==> src/rtl/data_mem_ctrl.sv <==
// data_mem_ctrl: turns CPU byte/word loads and stores into byte beats on a req/ack RAM port, stalling the CPU until done
module data_mem_ctrl #(
  parameter int MEM_AW = 17,
  parameter int XLEN   = 32
) (
  input  logic              clk,
  input  logic              rst_n,
  input  logic              req_valid_i,
  input  logic              memWrite_en_i,
  input  logic              addrSelect_i,
  input  logic [XLEN-1:0]   addr_i,
  input  logic [XLEN-1:0]   wdata_i,
  output logic              stall_o,
  output logic [XLEN-1:0]   rdata_o,
  output logic              rdata_valid_o,
  output logic              misaligned_o,
  output logic              mem_req_o,
  output logic              mem_we_o,
  output logic [MEM_AW-1:0] mem_addr_o,
  output logic [7:0]        mem_wdata_o,
  input  logic              mem_ack_i,
  input  logic [7:0]        mem_rdata_i
);
  localparam logic [1:0] S_IDLE   = 2'd0;
  localparam logic [1:0] S_ACCESS = 2'd1;
  localparam logic [1:0] S_DONE   = 2'd2;

  logic [1:0]        r_state;
  logic [1:0]        r_beat;
  logic [MEM_AW-1:0] r_addr;
  logic [XLEN-1:0]   r_wdata;
  logic [XLEN-1:0]   r_asm;
  logic [XLEN-1:0]   r_rdata;
  logic              r_we;
  logic              r_size;

  logic              w_req;
  logic              w_mis;
  logic              w_start;
  logic              w_access;
  logic              w_load_done;
  logic              w_last;
  logic [XLEN-1:0]   w_result;

  // reset also masks the combinational request path so every output reads 0 while held in reset
  assign w_req       = req_valid_i & rst_n & (r_state == S_IDLE);
  assign w_mis       = w_req & addrSelect_i & (addr_i[1:0] != 2'b00);
  assign w_start     = w_req & ~w_mis;
  assign w_access    = (r_state == S_ACCESS);
  assign w_load_done = (r_state == S_DONE) & ~r_we;
  assign w_last      = r_size ? (r_beat == 2'd3) : 1'b1;
  assign w_result    = r_size ? r_asm : {{(XLEN-8){r_asm[7]}}, r_asm[7:0]};

  assign misaligned_o  = w_mis;
  assign stall_o       = w_start | w_access;
  assign mem_req_o     = w_access;
  assign mem_we_o      = w_access & r_we;
  assign mem_addr_o    = w_access ? r_addr + MEM_AW'(r_beat) : '0;
  assign mem_wdata_o   = w_access ? r_wdata[{r_beat, 3'b000} +: 8] : 8'h00;
  assign rdata_valid_o = w_load_done;
  assign rdata_o       = w_load_done ? w_result : r_rdata;

  // access sequencer: capture request, walk the beats, retire in a single DONE cycle
  always_ff @(posedge clk or negedge rst_n) begin
    if (!rst_n) begin
      r_state <= S_IDLE;
      r_beat  <= 2'd0;
      r_addr  <= '0;
      r_wdata <= '0;
      r_asm   <= '0;
      r_rdata <= '0;
      r_we    <= 1'b0;
      r_size  <= 1'b0;
    end else if (r_state == S_IDLE) begin
      if (w_start) begin
        r_state <= S_ACCESS;
        r_beat  <= 2'd0;
        r_addr  <= addr_i[MEM_AW-1:0];
        r_wdata <= wdata_i;
        r_we    <= memWrite_en_i;
        r_size  <= addrSelect_i;
      end
    end else if (r_state == S_ACCESS) begin
      if (mem_ack_i) begin
        if (!r_we) r_asm[{r_beat, 3'b000} +: 8] <= mem_rdata_i;
        if (w_last) r_state <= S_DONE;
        else r_beat <= r_beat + 2'd1;
      end
    end else begin
      if (!r_we) r_rdata <= w_result;
      r_state <= S_IDLE;
    end
  end
endmodule
==> config.mk <==
export PLATFORM = sky130hd
export DESIGN_NAME = data_mem_ctrl
export DESIGN_NICKNAME = d
export VERILOG_FILES = /design/src/rtl/data_mem_ctrl.sv
export SDC_FILE = /design/constraint.sdc
export NUM_CORES = 1
export LEC_CHECK = 0
export ABC_AREA = 1
export CAP_MARGIN = 20
export CORE_MARGIN = 3
export CORE_UTILIZATION = 51
export DETAILED_ROUTE_END_ITERATION = 12
export PLACE_DENSITY_LB_ADDON = 0.3
export SETUP_SLACK_MARGIN = 0.1
export SYNTH_ARGS = -nofsm -noshare
export SYNTH_HDL_FRONTEND = slang
export SYNTH_SLANG_ARGS = --single-unit
==> constraint.sdc <==
create_clock -name clk -period 2.4 [get_ports clk]
set_input_delay 0.24 -clock clk [delete_from_list [all_inputs] [get_ports clk]]
set_output_delay 0.24 -clock clk [all_outputs]
set_load 0.02 [all_outputs]
==> flow_summary.json <==
{
  "cts_num_sinks": 119,
  "arrival_ns": 2.02,
  "synth_seq_area_share_pct": 48.0,
  "grt_pass1_wl_um": 25400,
  "grt_overflow": 0,
  "firstDrtPassIters": 5,
  "combPwrFrac_pct": 41.0,
  "cp-end-kind": "output port",
  "relSlewSlack_pct": 57.7,
  "leakage_nw": 4.13,
  "post_drt_wl_per_cell_um": 13.5,
  "post_cts_buffers": 0,
  "maxSlewViolCount": 0,
  "fmax_mhz": 442,
  "finish.instance_area_sq_um": 8160,
  "gp_congestion": 0.871,
  "clock_skew_ns": 0.00739,
  "synth-seq-cells": 119,
  "cts_tree": "built",
  "total_power_w": 0.00996,
  "core_area_sq_um": 11700,
  "area_growth_pct": 31.4,
  "yosysWarnings": 0,
  "crit_required_ns": 2.16,
  "synth-edff-count": 0,
  "tightest_slew_ns": 0.634,
  "whs_path_depth": 3,
  "die_y_um": 116,
  "cp_cell_sequence": "ha_2 > fa_2 > nand2_4 > nor2_2 > nand2_1 > nor2_1 > nand2_1 > nand2_1 > nor2_1 > buf_4",
  "path_clk_slew_ns": 0.05,
  "switching_share_pct": 39.6,
  "antenna_found_initial": 0,
  "netlist.area_leader.share_pct": 48.0,
  "track_usage_pct": 23.9,
  "cp_common_cell": "nand2_1",
  "fillers": 995,
  "min_period_ns": 2.26,
  "place_hpwl_um": 10100,
  "finalCritPeriodShare_pct": 94.4,
  "hold_slack_ns": 0.374,
  "die_x_um": 116,
  "seqPwrFrac_pct": 33.2,
  "cp_slowest_stage_delay_ns": 0.40,
  "vdd.ir_drop.worst_v": 0.000655,
  "fin_util_pct": 69.9,
  "synth_nets": 929,
  "cts_buffers": 17,
  "root_buffer": "clkbuf_16",
  "grt_pass1_vias": 5340,
  "fin_nets": 1047,
  "status": "finished clean",
  "io_buffers": 124,
  "rr_worst_depth": 9,
  "avgSynthCellArea_sq_um": 7.37,
  "hold_path.class": "in -> reg",
  "synth_top_cell_by_area": "dfrtp_1",
  "clock_power_share_pct": 25.8,
  "clockBufferDepth": 2,
  "ys.flop_type": "dfrtp_1",
  "netlist_top_cells_area": "dfrtp_1, nand2_1, o21ai_0",
  "postRouteWirelength_um": 15000,
  "die-area_sq_um": 13500,
  "hold_viol": 0,
  "yosysUniqueCellTypes": 25,
  "io_pins": 140,
  "insertion_delay_ns": 0.42,
  "async_reset_ff_share_pct": 100,
  "worst-path-max-fanout": 3,
  "postPlaceCellArea_sq_um": 7570,
  "drive_gt1_share_pct": 9.66,
  "syn_inst": 842,
  "rsz0062_at_grt": "true",
  "setup_viol": 0,
  "start_util_pct": 53.2,
  "n_antenna_cell": 0,
  "cpMaxStageDelayCell": "dfrtp_1",
  "max_cap_violations": 0,
  "h-tree-depth": 4,
  "switchingPower_w": 0.00394,
  "first_iter_violations": 447,
  "num_rows": 39,
  "vias": 5707,
  "crit_type": "reg -> out",
  "pwr_density_cell_nw_per_um2": 1220,
  "p_int_w": 0.00602,
  "grt_max_degree": 120,
  "vias_per_cell": 5.11,
  "syn_area_sq_um": 6210,
  "route.detailed.drc": 0,
  "ant_nets": 0,
  "start_kind": "flip-flop",
  "fin_setup_tns_ns": 0
}
power groups by stage:
stage	Combinational, W	Sequential (W)	Clock, W
2_1_floorplan	0.00269	0.00321	0
3_3_place_gp	0.00424	0.00328	0
3_5_place_dp	0.00432	0.00330	0
4_1_cts	0.00406	0.00329	0.00260
5_1_grt	0.00463	0.00341	0.00269
6_report	0.00409	0.00330	0.00257
worst max-delay path: cells and delay by family (launching register included):
family / cells / cell delay [ns]
adders and majority gates: 2 / 0.58
and+or+nand+nor: 7 / 0.49
DFF: 1 / 0.40
buffers and inverters: 1 / 0.16
cell usage after synthesis (2+ instances only):
cell,n
a21oi_1,27
buf_2,22
buf_4,4
buf_6,2
clkbuf_1,15
dfrtp_1,119
ha_1,8
inv_1,78
inv_2,5
nand2_1,249
nand2_2,3
nand3_1,70
nor2_1,88
nor2_2,3
nor2_4,4
nor3_1,2
o21ai_0,108
o21ai_1,28
area by class of cell:
cell class / count / area, sq um / share of cell area [%]
Sequential cell: 119 / 2980 / 36.5
Multi-Input combinational cell: 596 / 2750 / 33.7
Timing Repair Buffer: 142 / 1330 / 16.3
Clock buffer: 23 / 478 / 5.86
Inverter: 84 / 319 / 3.91
Tap cell: 143 / 179 / 2.19
Clock inverter: 9 / 123 / 1.50
what timing repair did:
item / in CTS / in global routing
pin swaps: 0 / 1
hold buffers: 1 / 0
hold endpoints to repair: 18 / 0
endpoints found under the setup margin: 56 / 28
gates resized for setup: 101 / 41
cells by family after synthesis:
group / Yosys count / share of synthesized area, %
AOI/OAI and AO/OA: 166 / 13.5
DFF: 119 / 48.0
adders and majority gates: 9 / 1.94
and+or+nand+nor: 421 / 28.0
buffers and inverters: 127 / 8.61
cells in the final DEF (no fill, tap or decap), types with 5 or more instances in the layout:
cell type and n:
a21oi_1 27, buf_4 21, clkbuf_16 17, clkdlybuf4s50_1 63, clkinv_2 6, dfrtp_1 118
dlygate4sd2_1 40, ha_1 7, inv_1 78, nand2_1 245, nand2_2 5, nand3_1 69
nor2_1 85, nor2_4 6, o21ai_0 100, o21ai_1 35
sequential cells by signal (all words and copies together), names as in the netlist:
register,flops
r_wdata,32
r_size,1
r_rdata,32
r_asm,32
r_state,2
r_addr,17
r_we,1
r_beat,2
metal layers:
layer	part of all wire (%)	GRT usage (%)	vias up	routed length (um)
met4	2.0	8.28	0	295
met1	43	31.0	2572	6490
met3	7.2	6.79	26	1080
li1	-	-	2914	-
met5	0	0	-	0
met2	48	38.7	195	7180
through the flow:
stage	cells	worst slack, ns
finish	1116	0.135
global route	1116	0.0207
CTS	1116	0.0778
detailed placement	1083	0.0463
global placement	1083	0.0690
floorplan	842	0.459
path summary, 6_finish.rpt:
check                                        startpoint                       to  slack, ns
worst max-delay path              r_beat[0]$_DFFE_PN0P_           mem_addr_o[16]       0.14
worst min-delay path                         wdata_i[3]   r_wdata[3]$_DFFE_PN0P_       0.37
worst max register to register    r_beat[0]$_DFFE_PN0P_     r_asm[6]$_DFFE_PN0P_       0.28
worst min register to register  r_wdata[15]$_DFFE_PN0P_  r_wdata[15]$_DFFE_PN0P_       0.46
max in group asynchronous                         rst_n  r_wdata[25]$_DFFE_PN0P_       1.42
min in group asynchronous                         rst_n  r_rdata[10]$_DFFE_PN0P_       0.50
Power figures use the tool's default switching activity.
